`config.mk`:
```
export PLATFORM = sky130hd
export DESIGN_NAME = mac_seq_ctrl
export DESIGN_NICKNAME = d
export VERILOG_FILES = /design/src/rtl/mac_seq_ctrl_pkg.sv /design/src/rtl/mac_seq_ctrl_lane_mux.sv /design/src/rtl/mac_seq_ctrl.sv
export SDC_FILE = /design/constraint.sdc
export NUM_CORES = 1
export LEC_CHECK = 0
export CORE_MARGIN = 2
export CORE_UTILIZATION = 37
export CTS_BUF_LIST = sky130_fd_sc_hd__clkbuf_2
export CTS_CLUSTER_SIZE = 10
export DETAILED_ROUTE_END_ITERATION = 7
export HOLD_SLACK_MARGIN = 0.08
export MAX_ROUTING_LAYER = met4
export PLACE_DENSITY = 0.8
export SETUP_SLACK_MARGIN = 0.1
export SYNTH_ARGS = -nofsm -noshare
export SYNTH_HDL_FRONTEND = slang
export SYNTH_HIERARCHICAL = 1
export SYNTH_SLANG_ARGS = --single-unit
```
`constraint.sdc`:
```
create_clock -name i_clk -period 1.8 [get_ports i_clk]
set_input_delay 0.36 -clock i_clk [delete_from_list [all_inputs] [get_ports i_clk]]
set_output_delay 0.36 -clock i_clk [all_outputs]
set_load 0.005 [all_outputs]
```
`src/rtl/mac_seq_ctrl_pkg.sv`:
```
// mac_seq_ctrl_pkg
//   Shared definitions for the MAC job sequencer: MAC mode encodings,
//   sequencer state encoding and a small mode-legality helper.
//   Imported by mac_seq_ctrl and mac_seq_ctrl_lane_mux.
package mac_seq_ctrl_pkg;

  // MAC lane modes; 2'b11 is reserved and rejected at command time
  localparam logic [1:0] MAC_SINGLE       = 2'd0;
  localparam logic [1:0] MAC_DUAL         = 2'd1;
  localparam logic [1:0] MAC_QUAD         = 2'd2;
  localparam logic [1:0] MAC_MODE_ILLEGAL = 2'd3;

  typedef enum logic [2:0] {
    ST_IDLE  = 3'd0,
    ST_LOAD  = 3'd1,
    ST_RUN   = 3'd2,
    ST_DRAIN = 3'd3,
    ST_DONE  = 3'd4
  } seq_state_t;

  function automatic logic isLegalMode(input logic [1:0] mode);
    return mode != MAC_MODE_ILLEGAL;
  endfunction

endpackage

```
`src/rtl/mac_seq_ctrl_lane_mux.sv`:
```
// mac_seq_ctrl_lane_mux
//   Combinational steering of a packed 4-lane operand word onto the MAC
//   A0..A3 inputs according to the MAC mode. All lanes are forced to zero
//   when i_en is low so the MAC sees clean zeros on bubble cycles.
// Ports
//   i_en        steer enable (operand beat firing this cycle)
//   i_mode      MAC mode (SINGLE/DUAL/QUAD)
//   i_a         packed A lanes, byte k -> lane k
//   o_a0..o_a3  MAC A0..A3 inputs
module mac_seq_ctrl_lane_mux #(
  parameter int MIN_W = 8
) (
  input  logic               i_en,
  input  logic [1:0]         i_mode,
  input  logic [4*MIN_W-1:0] i_a,
  output logic [MIN_W-1:0]   o_a0,
  output logic [MIN_W-1:0]   o_a1,
  output logic [MIN_W-1:0]   o_a2,
  output logic [MIN_W-1:0]   o_a3
);
  import mac_seq_ctrl_pkg::*;

  // SINGLE and DUAL use the upper MAC lanes (A2/A3) because that is where
  // the MAC's narrow-mode multipliers sit; unused lanes stay zero.
  always_comb begin
    o_a0 = '0;
    o_a1 = '0;
    o_a2 = '0;
    o_a3 = '0;
    if (i_en) begin
      case (i_mode)
        MAC_SINGLE: begin
          o_a2 = i_a[MIN_W-1:0];
        end
        MAC_DUAL: begin
          o_a2 = i_a[MIN_W-1:0];
          o_a3 = i_a[2*MIN_W-1:MIN_W];
        end
        MAC_QUAD: begin
          o_a0 = i_a[MIN_W-1:0];
          o_a1 = i_a[2*MIN_W-1:MIN_W];
          o_a2 = i_a[3*MIN_W-1:2*MIN_W];
          o_a3 = i_a[4*MIN_W-1:3*MIN_W];
        end
        default: ;
      endcase
    end
  end

endmodule

```
`src/rtl/mac_seq_ctrl.sv`:
```
// mac_seq_ctrl
//   Job sequencer for one MAC datapath. Accepts a command, resets/configures
//   the MAC, streams LEN operand beats with mac_en, waits MAC_LAT cycles for
//   the MAC pipeline and returns a single result word. One job at a time.
// Configuration
//   MAC_SEQ_PERF_EN : adds o_perf_jobs, a wrapping count of completed result
//                     handshakes (error jobs included), cleared by reset.
// Ports
//   i_clk, i_rst               clock, synchronous active-high reset
//   i_cmd_*/o_cmd_ready        command: mode, acc/mult-only, init, length
//   i_op_*/o_op_ready          operand stream: packed A lanes and B
//   o_mac_*                    MAC controls: rst, en, cfg, A0..A3, B2
//   i_mac_c                    MAC result
//   o_res_*/i_res_ready        result: valid held until ready, data, error
//   o_busy                     sequencer not idle
module mac_seq_ctrl #(
  parameter int MIN_W   = 8,
  parameter int ACC_W   = 32,
  parameter int CONF_W  = 3,
  parameter int LEN_W   = 8,
  parameter int MAC_LAT = 1
) (
  input  logic                    i_clk,
  input  logic                    i_rst,
  input  logic                    i_cmd_valid,
  output logic                    o_cmd_ready,
  input  logic [1:0]              i_cmd_mode,
  input  logic                    i_cmd_acc,
  input  logic [ACC_W-1:0]        i_cmd_init,
  input  logic [LEN_W-1:0]        i_cmd_len,
  input  logic                    i_op_valid,
  output logic                    o_op_ready,
  input  logic [4*MIN_W-1:0]      i_op_a,
  input  logic [MIN_W-1:0]        i_op_b,
  output logic                    o_mac_rst,
  output logic                    o_mac_en,
  output logic [ACC_W+CONF_W-1:0] o_mac_cfg,
  output logic [MIN_W-1:0]        o_mac_a0,
  output logic [MIN_W-1:0]        o_mac_a1,
  output logic [MIN_W-1:0]        o_mac_a2,
  output logic [MIN_W-1:0]        o_mac_a3,
  output logic [MIN_W-1:0]        o_mac_b2,
  input  logic [ACC_W-1:0]        i_mac_c,
  output logic                    o_res_valid,
  input  logic                    i_res_ready,
  output logic [ACC_W-1:0]        o_res_data,
  output logic                    o_res_err,
  output logic                    o_busy
`ifdef MAC_SEQ_PERF_EN
  ,
  output logic [31:0]             o_perf_jobs
`endif
);
  import mac_seq_ctrl_pkg::*;

  localparam int DRAIN_W = (MAC_LAT > 1) ? $clog2(MAC_LAT + 1) : 1;

  seq_state_t               r_state;
  seq_state_t               w_next_state;
  logic [1:0]               r_mode;
  logic                     r_acc;
  logic [ACC_W-1:0]         r_init;
  logic [LEN_W-1:0]         r_beats;
  logic [DRAIN_W-1:0]       r_drain;
  logic [ACC_W-1:0]         r_res_data;
  logic                     r_res_err;
  logic                     w_lane_en;
  logic [ACC_W+CONF_W-1:0]  w_cfg;
  logic                     w_cmd_fire;
  logic                     w_op_fire;
  logic                     w_res_fire;

  assign w_cmd_fire = o_cmd_ready & i_cmd_valid;
  assign w_op_fire  = o_op_ready & i_op_valid;
  assign w_res_fire = o_res_valid & i_res_ready;
  assign o_res_data = r_res_data;
  assign o_res_err  = r_res_err;

  // MAC config word: {init, acc, zero padding, mode}
  always_comb begin
    w_cfg                          = '0;
    w_cfg[1:0]                     = r_mode;
    w_cfg[CONF_W-1]                = r_acc;
    w_cfg[ACC_W+CONF_W-1:CONF_W]   = r_init;
  end

  // Next state and outputs. Everything except mac_rst is held low while
  // reset is asserted so the fabric never sees a handshake from a job that
  // is being discarded.
  always_comb begin
    w_next_state = r_state;
    o_cmd_ready  = 1'b0;
    o_op_ready   = 1'b0;
    o_mac_en     = 1'b0;
    o_mac_rst    = i_rst;
    o_mac_cfg    = '0;
    o_mac_b2     = '0;
    o_res_valid  = 1'b0;
    o_busy       = 1'b0;
    w_lane_en    = 1'b0;
    if (!i_rst) begin
      o_busy = (r_state != ST_IDLE);
      if (r_state != ST_IDLE) o_mac_cfg = w_cfg;
      case (r_state)
        ST_IDLE: begin
          o_cmd_ready = 1'b1;
          if (i_cmd_valid) begin
            // Illegal modes and empty jobs never touch the MAC
            if (!isLegalMode(i_cmd_mode) || (i_cmd_len == '0))
              w_next_state = ST_DONE;
            else
              w_next_state = ST_LOAD;
          end
        end
        ST_LOAD: begin
          o_mac_rst    = 1'b1;
          w_next_state = ST_RUN;
        end
        ST_RUN: begin
          o_op_ready = 1'b1;
          if (i_op_valid) begin
            o_mac_en  = 1'b1;
            w_lane_en = 1'b1;
            o_mac_b2  = i_op_b;
            if (r_beats == LEN_W'(1)) w_next_state = ST_DRAIN;
          end
        end
        ST_DRAIN: begin
          if (r_drain == DRAIN_W'(1)) w_next_state = ST_DONE;
        end
        ST_DONE: begin
          o_res_valid = 1'b1;
          if (i_res_ready) w_next_state = ST_IDLE;
        end
        default: w_next_state = ST_IDLE;
      endcase
    end
  end

  // State, latched command fields and counters. res_data is preloaded at
  // command time so the error and zero-length jobs are already complete
  // when they land in DONE; real jobs overwrite it on the last DRAIN cycle.
  always_ff @(posedge i_clk) begin
    if (i_rst) begin
      r_state    <= ST_IDLE;
      r_mode     <= '0;
      r_acc      <= 1'b0;
      r_init     <= '0;
      r_beats    <= '0;
      r_drain    <= '0;
      r_res_data <= '0;
      r_res_err  <= 1'b0;
    end else begin
      r_state <= w_next_state;
      if (w_cmd_fire) begin
        r_mode     <= i_cmd_mode;
        r_acc      <= i_cmd_acc;
        r_init     <= i_cmd_init;
        r_beats    <= i_cmd_len;
        r_res_err  <= !isLegalMode(i_cmd_mode);
        r_res_data <= (isLegalMode(i_cmd_mode) && i_cmd_acc && (i_cmd_len == '0))
                      ? i_cmd_init : '0;
      end
      if (w_op_fire) begin
        r_beats <= r_beats - LEN_W'(1);
        if (r_beats == LEN_W'(1)) r_drain <= DRAIN_W'(MAC_LAT);
      end
      if (r_state == ST_DRAIN) begin
        r_drain <= r_drain - DRAIN_W'(1);
        if (r_drain == DRAIN_W'(1)) r_res_data <= i_mac_c;
      end
    end
  end

`ifdef MAC_SEQ_PERF_EN
  logic [31:0] r_perf_jobs;

  always_ff @(posedge i_clk) begin
    if (i_rst)
      r_perf_jobs <= '0;
    else if (w_res_fire)
      r_perf_jobs <= r_perf_jobs + 32'd1;
  end

  assign o_perf_jobs = r_perf_jobs;
`else
  logic w_unused_res_fire;
  assign w_unused_res_fire = w_res_fire;
`endif

  mac_seq_ctrl_lane_mux #(
    .MIN_W (MIN_W)
  ) u_lane_mux (
    .i_en   (w_lane_en),
    .i_mode (r_mode),
    .i_a    (i_op_a),
    .o_a0   (o_mac_a0),
    .o_a1   (o_mac_a1),
    .o_a2   (o_mac_a2),
    .o_a3   (o_mac_a3)
  );

endmodule

```
After elaboration in Yosys (flattened, before gate mapping)

Cells that the tools add are included.

RAM bits: 0
Memories kept: 0
Latch bits: 0
Bits in read-only memories: 0
Output and inout bits: 114
Register bits after elaboration: 80
Input bits: 120

Mux-type cells: 41
Equal/unequal tests: 13
Shift operators: 0
$mul: 0
Order comparisons: 0
Reductions and logical operators: 14
Divide/modulo/power cells: 0
Bitwise gates (word level): 2
$add $sub $neg: 2

Operators by type and width:

| operator            | number |
|---|---|
| $mux 32             | 4 |
| $mux 8              | 11 |
| $mux 35             | 2 |
| $pmux 8 s2          | 2 |
| $mux 3              | 6 |
| $mux 1              | 15 |
| $pmux 3 s5          | 1 |
| $ne 2x2->1 const B  | 6 |
| $eq 8x1->1 const B  | 1 |
| $logic_not 8->1     | 1 |
| $sub 8x1->8 const B | 1 |
| $eq 3x2->1 const B  | 2 |
| $reduce_bool 2->1   | 3 |
| $reduce_and 5->1    | 1 |
| $eq 3x1->1 const B  | 1 |
| $eq 3x3->1 const B  | 1 |
| $logic_not 3->1     | 1 |
| $reduce_bool 3->1   | 1 |
| $and 1x1->1         | 2 |
| $eq 2x1->1 const B  | 1 |
| $eq 2x2->1 const B  | 1 |
| $logic_and 1x1->1   | 2 |
| $logic_not 2->1     | 1 |
| $reduce_and 2->1    | 1 |
| 4 further kinds     | 4 |

Longest topological paths before layout

Gate-level depths: netlist (run 1).

Depth after elaboration: 7
Depth in mapped cells: 8

By module

The synthesis (run 1) kept the hierarchy.

By module, submodules not included:

| module                | times used | cells each | area an instance (um^2) |
|---|---|---|---|
| mac_seq_ctrl          | 1          | 477        | 3,872.5 |
| mac_seq_ctrl_lane_mux | 1          | 70         | 439.2 |

Worst setup path before layout (run 1)

OpenSTA, ideal clock, no wires.

Path type: register -> output
Start point: register r_state[0]
End point: output port o_mac_a2[0]
Stages on the path, launching flop included: 9
Setup slack: -267 ps
Buffers on the path: 3
Arrival time: 1,707 ps
Cells stage by stage: dfxtp_1 -> buf_2 -> nor4b_2 -> clkbuf_1 -> nand2_1 -> inv_1 -> nand2b_1 -> buf_4 -> a21oi_2

Word-level cells in the longest chain between the ends: 4

Ends and longest elaborated chain:

| element                  | RTL line                    | RTL |
|---|---|---|
| start: declaration       | mac_seq_ctrl.sv:58          | `seq_state_t r_state;` |
| start signal: assignment | mac_seq_ctrl.sv:154         | `r_state <= w_next_state;` |
| $eq 3x2->1               | n/a                         |  |
| $mux 1 (2 in series)     | n/a                         |  |
| via o_mac_en             | mac_seq_ctrl.sv:36          | `output logic o_mac_en,` |
| $mux 8                   | mac_seq_ctrl_lane_mux.sv:30 | `if (i_en) begin` |
| end: declaration         | mac_seq_ctrl.sv:40          | `output logic [MIN_W-1:0] o_mac_a2,` |

The timed path passes the listed nets, and every way through them passes these cells.

Final worst setup path (run 1)

Start point: register r_state[2]
End point: output port o_mac_a2[1]

Word-level cells in the longest chain between the ends: 4

Ends and longest elaborated chain:

| element    | RTL line                    | RTL |
|---|---|---|
| $eq 3x2->1 | mac_seq_ctrl.sv:104         | `case (r_state)` |
| $mux 1     | mac_seq_ctrl.sv:104         |  |
| $mux 1     | mac_seq_ctrl.sv:101         | `if (!i_rst) begin` |
| $mux 8     | mac_seq_ctrl_lane_mux.sv:30 |  |

No other way between the ends.

==> impl_metrics.env, run 1 <==
export IMPL_clock_sinks=80
export IMPL_grt_pass1_wl_mm=27.9
export IMPL_firstDrtPassIters=4
export IMPL_crit_path_max_fanout=8
export IMPL_status="finished, violations left"
export IMPL_cts_root_buffer_cell="clkbuf_2"
export IMPL_vias=5816
export IMPL_timing_setup_tns_ps=-82100
export IMPL_drv_slew=0
export IMPL_area_growth_pct=115
export IMPL_setup_slack_ps=-701
export IMPL_clock_latency_ps=590
export IMPL_layout_drive_gt1_share=0.564
export IMPL_tightestPinTransition_ps=794
export IMPL_worstSetupPathType="reg -> out"
export IMPL_synth_enable_flop_cells=0
export IMPL_hold_class="in -> reg"
export IMPL_yosysWarnings=6
export IMPL_finalPower_mw=7.34
export IMPL_avgSynthCellArea_um2=7.88
export IMPL_grt_antenna_before_repair=1
export IMPL_num_rows=39
export IMPL_synthArstFlopShare=0
export IMPL_dr_max_layer_used="met4"
export IMPL_synth_top_area_share=0.371
export IMPL_grt_max_degree=48
export IMPL_critPathMaxStageDelay_ps=400
export IMPL_syn_cell_area_um2=4310
export IMPL_fmax_ghz=0.400
export IMPL_dp_slack_ps=-574
export IMPL_max_slew_margin=0.471
export IMPL_hold_viol_final=0
export IMPL_die_x_um=112
export IMPL_grt_use_total=0.283
export IMPL_fin_area_um2=9280
export IMPL_critPathSlowestCell="dfxtp_2"
export IMPL_fin_cells=1005
export IMPL_r2r_slack_ps=-590
export IMPL_seq_area_frac_synth=0.371
export IMPL_ios=234
export IMPL_powerDensity_nw_per_um2=792
export IMPL_ys_ff_latch=80
export IMPL_design_core_area_um2=11400
export IMPL_place_area_um2=7010
export IMPL_viasPerCell=5.79
export IMPL_cap_viol_max_count=0
export IMPL_htreeDepth=3
export IMPL_drt_iter0_drc=420
export IMPL_synthCells=547
export IMPL_ant_nets=0
export IMPL_start_util=0.378
export IMPL_yosys_area_top_type="dfxtp_1"
export IMPL_cp_start_kind="flop"
export IMPL_synth_area_leaders="dfxtp_1 37%, a211oi_2 8.7%, a21oi_1 7.9%"
export IMPL_setup_viol_count_final=160
export IMPL_wl_met2_mm=12.0
export IMPL_die_h_um=112
export IMPL_min_period_over_period=1.39
export IMPL_dr_wl_met3_mm=1.43
export IMPL_ys_flop_type="dfxtp_1"
export IMPL_clockBufferDepth=2
export IMPL_syn_nets=673
export IMPL_numPortBuffers=233
export IMPL_die_area_um2=12500
export IMPL_gr_total_overflow=0
export IMPL_period_needed_ps=2500
export IMPL_hpwl_mm=11.3
export IMPL_cts_buffers=9
export IMPL_path_cells="nor4b_4 -> buf_4 -> nand2_4 -> inv_8 -> buf_6 -> nand2b_4 -> buf_12 -> a21oi_2 -> buf_2"
export IMPL_routabilityCongestion=0.849
export IMPL_clkTransAtPathRegs_ps=250
export IMPL_wl_per_cell_um=22.5
export IMPL_placedCellCount=911
export IMPL_ir_drop_uv=503
export IMPL_violations="setup timing"
export IMPL_fillers=607
export IMPL_cp_required_ps=1440
export IMPL_grt_pass1_vias=5489
export IMPL_end_kind="output port"
export IMPL_rsz0062_at_grt="true"
export IMPL_fin_nets=982
export IMPL_p_leak_nw=3.80
export IMPL_hold_buffers=0
export IMPL_worst_clock_skew_ps=36.0
export IMPL_routed_wl_mm=22.6
export IMPL_crit_arrival_ps=2140
export IMPL_tritoncts="done"
export IMPL_drc=0
export IMPL_wl_met1_mm=8.24
export IMPL_synth_cell_type_count=45
[path summary, 6_finish.rpt]
path,startpoint,to,depth (start not counted)
setup / recovery,r_state[2],o_mac_a2[1],9
hold / removal,i_rst,r_mode[1],4
setup reg to reg,r_state[0],o_res_data[10],14
hold reg to reg,r_init[31],r_init[31],2
[per-stage QoR]
stage | util | hold slack (ps)
finish | 0.812 | 326
global route | 0.812 | 316
CTS | 0.709 | 267
detailed placement | 0.614 | 442
global placement | 0.614 | 438
floorplan | - | 432
[timing repair]
| item | 4_1_cts | 5_1_grt |
|---|---|---|
| pin swaps | 28 | 113 |
| gates cloned | 12 | 7 |
| endpoints found under the setup margin | 176 | 159 |
| setup buffers | 44 | 26 |
| gates resized for setup | 448 | 299 |
[cells by family after synthesis]
logic type | after synthesis | synth area share
AO/OA/AOI/OAI | 150 | 0.252
adder cells (fa/ha/maj) | 6 | 0.0174
buffers and inverters | 56 | 0.0635
flip-flops | 80 | 0.371
AND/OR/NAND/NOR | 255 | 0.295
[critical path, delay by kind of cell (launching register included)]
family / cells / cell delay [ps]
buffers and inverters: 5 / 650
and+or+nand+nor: 3 / 420
DFF: 1 / 400
AOI/OAI and AO/OA: 1 / 100
[power breakdown]
part           switching, mW  internal [mW]
Sequential             0.144           1.94
Clock                  0.734          0.471
Combinational           1.87           2.18
Total                   2.75           4.59
[flip-flops by register name (all words and copies together) (netlist names)]
signal      flops
o_res_data     32
r_init         32
r_beats         8
r_state         3
r_mode          2
o_res_err       1
r_acc           1
r_drain         1
[layer usage]
| layer | GRT usage | up-vias |
|---|---|---|
| met5 | - | - |
| met4 | 0.110 | 0 |
| met3 | 0.0506 | 86 |
| met2 | 0.528 | 315 |
| met1 | 0.296 | 2871 |
| li1 | - | 2544 |
[synthesized netlist by cell type (3+ instances only)]
library cell	instances
nand2b_1	6
clkbuf_4	3
dfxtp_1	80
or4_1	4
o311ai_0	4
a21oi_1	68
nor3_1	3
a211oi_2	30
a21oi_2	8
nor2_1	47
o21ai_0	13
nand3_1	37
a22oi_1	8
and3_1	24
ha_1	6
clkbuf_1	31
buf_2	8
inv_1	6
nand2_1	85
buf_4	3
a31oi_1	5
and2_1	33
buf_6	4
[layout make-up]
cell class              count  area, um2  share of cell area
flip-flops and latches     80       1650               0.178
clock inverters             6       92.6             0.00998
clock buffers              10       50.0             0.00540
repair buffers            348       3740               0.403
well taps                 143        179              0.0193
diodes                      1       2.50            0.000270
inverters                   6       30.0             0.00324
multi-input cells         411       3530               0.380
[cells in the final DEF, fill, tap and decap left out, types with 4 or more instances in the layout]
cell             synthesis  final
ha_1                     6      5
buf_16                   0      7
and2_1                  33      4
and3_4                   0     13
nand3_1                 37      9
clkbuf_16                0      6
dlygate4sd2_1            0     33
nor2_4                   0      9
buf_8                    0      9
buf_4                    3     33
a211oi_2                30     32
dfxtp_2                  0     36
nor2_1                  47     33
a22oi_1                  8      4
a22oi_2                  0      4
a21oi_2                  8     42
nand3_4                  0     12
nand2_1                 85     40
nand2_2                  0     14
o311ai_0                 4      4
nand2_4                  0     29
buf_12                   0     19
clkdlybuf4s50_1          0    118
buf_6                    4     84
dfxtp_1                 80     43
a21oi_1                 68     28
inv_1                    6      5
nand2b_1                 6      5
clkbuf_2                 1     21
o21ai_1                  2      7
nor2_2                   0      5
and3_1                  24     11
o21ai_0                 13      7
clkdlybuf4s15_2          0      4
buf_2                    8     24
and2_4                   0     29
nand3_2                  0     16
a21oi_4                  0      6
(Power assumes the default switching activity.)
==> run 2, diff against run 1 <==
--- a/config.mk
+++ b/config.mk
@@ -6,13 +6,14 @@
 export NUM_CORES = 1
 export LEC_CHECK = 0
 export CORE_MARGIN = 2
-export CORE_UTILIZATION = 37
+export CORE_UTILIZATION = 55
 export CTS_BUF_LIST = sky130_fd_sc_hd__clkbuf_2
 export CTS_CLUSTER_SIZE = 10
 export DETAILED_ROUTE_END_ITERATION = 7
+export DONT_BUFFER_PORTS = 1
 export HOLD_SLACK_MARGIN = 0.08
 export MAX_ROUTING_LAYER = met4
-export PLACE_DENSITY = 0.8
+export PLACE_DENSITY = 0.73
 export SETUP_SLACK_MARGIN = 0.1
 export SYNTH_ARGS = -nofsm -noshare
 export SYNTH_HDL_FRONTEND = slang
==> run 2 against run 1 <==
  * The flow finishes with violations (hold timing, setup timing)
  * Critical path type unchanged
  * Maximum frequency increased by 11%
  * Sequential share of layout area increased by 7.9 points
  * Critical endpoint is now o_mac_a1[6]
  * Flip-flop and latch count unchanged
==> impl_metrics.env, run 2 (synthesized netlist as in run 1, its figures left out) <==
export IMPL_status="finished, violations left"
export IMPL_violations="hold timing, setup timing"
export IMPL_rsz0062_at_grt="true"
export IMPL_wl_per_cell_um=25.3
export IMPL_die_area_um2=8560
export IMPL_antenna_cells=0
export IMPL_pwr_share_comb=0.495
export IMPL_fillers=464
export IMPL_end_kind="output port"
export IMPL_die_h_um=92.5
export IMPL_cp_required_ps=1440
export IMPL_grt_pass1_wl_mm=20.7
export IMPL_final_common_cell="dfxtp_1"
export IMPL_cp_start_kind="flop"
export IMPL_cts_buffers=9
export IMPL_die_x_um=92.5
export IMPL_rr_worst_depth=8
export IMPL_fmax_ghz=0.443
export IMPL_cap_viol_max_count=0
export IMPL_drv_slew=0
export IMPL_numPortBuffers=0
export IMPL_min_period_over_period=1.25
export IMPL_crit_arrival_ps=1890
export IMPL_tightestPinTransition_ps=513
export IMPL_grt_antenna_before_repair=0
export IMPL_holdWs_ps=-141
export IMPL_num_rows=32
export IMPL_clockBufferDepth=2
export IMPL_worstSetupPathType="reg -> out"
export IMPL_final_util=0.822
export IMPL_drc=0
export IMPL_vias=4721
export IMPL_dp_slack_ps=-196
export IMPL_r2r_end="r_beats[7]"
export IMPL_clock_sinks=80
export IMPL_ant_nets=0
export IMPL_fin_nets=722
export IMPL_switchingPower_mw=2.34
export IMPL_clkTransAtPathRegs_ps=240
export IMPL_pwr_share_seq=0.361
export IMPL_max_slew_margin=0.655
export IMPL_clkPwrFrac=0.144
export IMPL_cts_root_buffer_cell="clkbuf_2"
export IMPL_ir_drop_uv=509
export IMPL_internal_power_mw=3.53
export IMPL_start_util=0.564
export IMPL_tritoncts="done"
export IMPL_routed_wl_mm=17.8
export IMPL_final_cell_mix="74 x dfxtp_1, 63 x nand2_1, 55 x a21oi_1"
export IMPL_area_growth_pct=45.8
export IMPL_routabilityCongestion=0.843
export IMPL_timing_setup_tns_ps=-28710
export IMPL_drt_iter0_drc=388
export IMPL_powerDensity_nw_per_um2=933
export IMPL_crit_start="r_state[0]"
export IMPL_finalPower_mw=5.87
export IMPL_design_core_area_um2=7650
export IMPL_viasPerCell=6.72
export IMPL_layout_drive_gt1_share=0.474
export IMPL_crit_end="o_mac_a1[6]"
export IMPL_firstDrtPassIters=5
export IMPL_grt_pass1_vias=4095
export IMPL_reg2reg_from="r_state[0]"
export IMPL_hold_viol_final=74
export IMPL_htreeDepth=3
export IMPL_period_needed_ps=2250
export IMPL_hold_class="in -> reg"
export IMPL_grt_use_total=0.315
export IMPL_grt_max_degree=89
export IMPL_ios=234
export IMPL_crit_path_max_fanout=8
export IMPL_setup_slack_ps=-455
export IMPL_clock_latency_ps=530
export IMPL_switching_share=0.398
export IMPL_r2r_slack_ps=-290
export IMPL_worst_clock_skew_ps=42.1
export IMPL_hpwl_mm=8.53
export IMPL_gr_total_overflow=0
export IMPL_p_leak_nw=2.20
export IMPL_setup_viol_count_final=112
==> run 2: cell types whose count changed in the layout (fill, tap and decap cells not counted), moves of 27 or more <==
cell / delta
dfxtp_1: +31
buf_6: -57
a21oi_1: +27
dlygate4sd2_1: -33
clkdlybuf4s50_1: -118
dfxtp_2: -32
==> run 2: worst min-delay path by stage <==
stage               cells past startpoint  slack, ps  startpoint             to
floorplan                               2        430   r_init[0]      r_init[0]
global placement                        2        430  r_init[18]     r_init[18]
detailed placement                      2        440  r_init[12]     r_init[12]
CTS                                     1       -160       i_rst  o_res_data[6]
global route                            1       -200       i_rst     r_beats[6]
finish                                  1       -140       i_rst  o_res_data[2]
==> run 2: metal layers <==
| layer | vias to the layer above | global-route usage | wire length (um) | part of all wire |
|---|---|---|---|---|
| met5 | - | - | 0 | 0 |
| met4 | 0 | 0.187 | 988 | 0.055 |
| met3 | 93 | 0.0895 | 1820 | 0.10 |
| met2 | 361 | 0.537 | 8840 | 0.50 |
| met1 | 2237 | 0.322 | 6150 | 0.35 |
| li1 | 2030 | - | - | - |
==> run 2: timing repair <==
| action | CTS | global route |
|---|---|---|
| hold endpoints to repair | 80 | 79 |
| buffers inserted | 11 | 22 |
| cloned | 4 | 19 |
| endpoints found under the setup margin | 103 | 127 |
| pin swaps | 35 | 107 |
| gates resized for setup | 67 | 165 |
| hold buffers | 7 | 3 |
==> run 2: metrics by stage <==
step           cell area [um2]  cells
3_5_place_dp              4450    622
5_1_grt                   6280    703
2_1_floorplan             4360    547
3_3_place_gp              4450    622
6_report                  6280    703
4_1_cts                   4970    660
==> run 2: power by group through the flow <==
stage	combinational (mW)	sequential (mW)	clock [mW]
after floorplan	0.954	2.04	0
after global routing	3.01	2.13	0.931
after detailed placement	1.21	2.09	0
after global placement	1.16	2.08	0
final	2.91	2.12	0.843
after CTS	1.67	2.08	0.845
==> run 2: critical path: stages, from the launching register on <==
cell	delay [ps]
dfxtp_2	380
buf_6	120
nor4b_4	340
nand2_4	120
inv_6	110
clkbuf_16	140
and3_1	180
==> run 2: area by class of cell <==
class | count | area (um2) | share of cell area
multi-input combinational | 414 | 3290 | 0.523
tap | 102 | 128 | 0.0203
inverter | 6 | 27.5 | 0.00438
clock inverter | 7 | 46.3 | 0.00737
clock buffer | 9 | 45.0 | 0.00717
sequential | 80 | 1610 | 0.257
timing repair buffer | 85 | 1140 | 0.181
==> run 3, diff against run 2 <==
--- a/config.mk
+++ b/config.mk
@@ -5,14 +5,14 @@
 export SDC_FILE = /design/constraint.sdc
 export NUM_CORES = 1
 export LEC_CHECK = 0
-export CORE_MARGIN = 2
-export CORE_UTILIZATION = 55
+export CORE_AREA = 2 2 91 93
 export CTS_BUF_LIST = sky130_fd_sc_hd__clkbuf_2
+export CTS_CLUSTER_DIAMETER = 200
 export CTS_CLUSTER_SIZE = 10
 export DETAILED_ROUTE_END_ITERATION = 7
+export DIE_AREA = 0 0 93 95
 export DONT_BUFFER_PORTS = 1
 export HOLD_SLACK_MARGIN = 0.08
-export MAX_ROUTING_LAYER = met4
 export PLACE_DENSITY = 0.73
 export SETUP_SLACK_MARGIN = 0.1
 export SYNTH_ARGS = -nofsm -noshare
==> run 3 against run 2 <==
  * The run still ends with hold timing, setup timing left
  * Register-to-register slack better by 80 ps
  * Final cell count down 4.0%
  * Core utilization down 14 points
  * Design area down 14%
  * Via count down 10%
  * Count of clock-buffer cells in the layout unchanged
==> impl_metrics.env, run 3 (synthesized netlist as in run 1, its figures left out) <==
export IMPL_status="finished, violations left"
export IMPL_violations="hold timing, setup timing"
export IMPL_clock_latency_ps=470
export IMPL_setup_viol_count_final=140
export IMPL_die_area_um2=8840
export IMPL_drt_iter0_drc=222
export IMPL_vias=4236
export IMPL_fillers=629
export IMPL_dr_wl_met3_mm=1.25
export IMPL_cp_top_family="simple AND/OR/NAND/NOR gates"
export IMPL_dr_max_layer_used="met4"
export IMPL_ir_drop_uv=560
export IMPL_min_period_over_period=1.20
export IMPL_pwr_share_seq=0.410
export IMPL_grt_max_degree=86
export IMPL_finalPower_mw=5.08
export IMPL_drv_slew=0
export IMPL_rsz0062_at_grt="true"
export IMPL_wl_met2_mm=7.24
export IMPL_grt_use_total=0.269
export IMPL_numPortBuffers=0
export IMPL_min_from="i_rst"
export IMPL_worst_clock_skew_ps=31.9
export IMPL_final_common_cell="nand2_1"
export IMPL_crit_start="r_state[2]"
export IMPL_reg2reg_from="r_state[1]"
export IMPL_clkTransAtPathRegs_ps=220
export IMPL_powerDensity_nw_per_um2=944
export IMPL_ios=234
export IMPL_hpwl_mm=8.59
export IMPL_end_kind="output port"
export IMPL_die_h_um=95
export IMPL_area_growth_pct=24.8
export IMPL_worstSetupPathType="reg -> out"
export IMPL_dp_slack_ps=-65.9
export IMPL_firstDrtPassIters=4
export IMPL_crit_path_max_fanout=6
export IMPL_drc=0
export IMPL_crit_buf_inv=2
export IMPL_routed_wl_mm=14.3
export IMPL_switching_share=0.360
export IMPL_clkPwrFrac=0.208
export IMPL_grt_antenna_before_repair=2
export IMPL_cp_required_ps=1440
export IMPL_start_util=0.544
export IMPL_ant_nets=0
export IMPL_design_core_area_um2=7930
export IMPL_final_cell_mix="82 x nand2_1, 75 x dfxtp_1, 67 x a21oi_1"
export IMPL_cts_root_buffer_cell="clkbuf_2"
export IMPL_fmax_ghz=0.464
export IMPL_cts_buffers=9
export IMPL_layout_drive_gt1_share=0.334
export IMPL_max_slew_margin=0.638
export IMPL_pwr_share_comb=0.382
export IMPL_die_x_um=93
export IMPL_internal_power_mw=3.25
export IMPL_num_rows=33
export IMPL_wl_per_cell_um=21.2
export IMPL_hold_class="in -> reg"
export IMPL_multi_input_area_um2=2850
export IMPL_cp_start_kind="flop"
export IMPL_grt_pass1_vias=3882
export IMPL_viasPerCell=6.28
export IMPL_path_cells="nor4b_4 -> nand2_4 -> clkinv_8 -> buf_6 -> and3_4"
export IMPL_fin_nets=691
export IMPL_gr_total_overflow=0
export IMPL_clock_sinks=80
export IMPL_regArea_um2=1620
export IMPL_p_leak_nw=1.86
export IMPL_routabilityCongestion=0.784
export IMPL_critPathMaxStageDelay_ps=410
export IMPL_cap_viol_max_count=0
export IMPL_grt_pass1_wl_mm=18.8
export IMPL_final_util=0.679
export IMPL_switchingPower_mw=1.83
export IMPL_crit_arrival_ps=1800
export IMPL_tightestPinTransition_ps=538
export IMPL_htreeDepth=3
export IMPL_holdWs_ps=-94.6
export IMPL_period_needed_ps=2160
export IMPL_hold_viol_final=62
export IMPL_tritoncts="done"
export IMPL_clockBufferDepth=2
export IMPL_wl_met1_mm=5.07
export IMPL_setup_slack_ps=-355
export IMPL_critPathSlowestCell="dfxtp_4"
-- run 3: routing by layer --
| layer | GRT usage | vias up |
|---|---|---|
| li1 | - | 1951 |
| met3 | 0.0774 | 58 |
| met4 | 0.151 | 0 |
| met1 | 0.281 | 1980 |
| met2 | 0.486 | 247 |
| met5 | 0 | - |
-- run 3: final cells by class --
cell class,count,share of cell area
Timing Repair Buffer,57,0.114
Clock buffer,9,0.00837
Multi-Input combinational cell,411,0.530
Antenna cell,1,0.000465
Inverter,6,0.00651
Sequential cell,80,0.301
Clock inverter,6,0.0158
Tap cell,105,0.0244
-- run 3: path summary, 6_finish.rpt --
kind / end / slack, ps / depth (start not counted)
hold / removal: o_res_data[6] / -90 / 1
setup reg to reg: o_res_data[19] / -210 / 7
hold reg to reg: r_init[28] / 460 / 2
setup / recovery: o_mac_a1[4] / -360 / 5
-- run 3: stage by stage --
step           setup TNS [ps]  instances  cell area, um2
4_1_cts                -22590        662            5020
3_5_place_dp             -748        633            4540
2_1_floorplan           -55.5        547            4360
5_1_grt                -48140        675            5380
6_report               -28950        675            5380
3_3_place_gp            -28.1        633            4540
-- run 3: power groups by stage --
stage / clock (mW) / combinational, mW / sequential, mW
after floorplan: 0 / 0.954 / 2.04
after global placement: 0 / 1.28 / 2.07
after detailed placement: 0 / 1.32 / 2.08
after CTS: 1.09 / 1.56 / 2.05
after global routing: 1.17 / 2.08 / 2.10
final: 1.06 / 1.94 / 2.08
-- run 3: timing repair --
item | CTS | global route
endpoints found under the setup margin | 88 | 139
pin swaps | 8 | 31
hold buffers | 7 | 1
setup buffers | 6 | 7
gates cloned | 1 | 4
resized for setup | 65 | 58
hold endpoints to repair | 80 | 77
-- run 3: worst reg2reg max path, delay by kind of cell, from the launching register on --
kind	cells	cell delay, ps
AND/OR/NAND/NOR	2	580
buffers and inverters	3	570
flip-flops	1	410
AO/OA/AOI/OAI	2	370
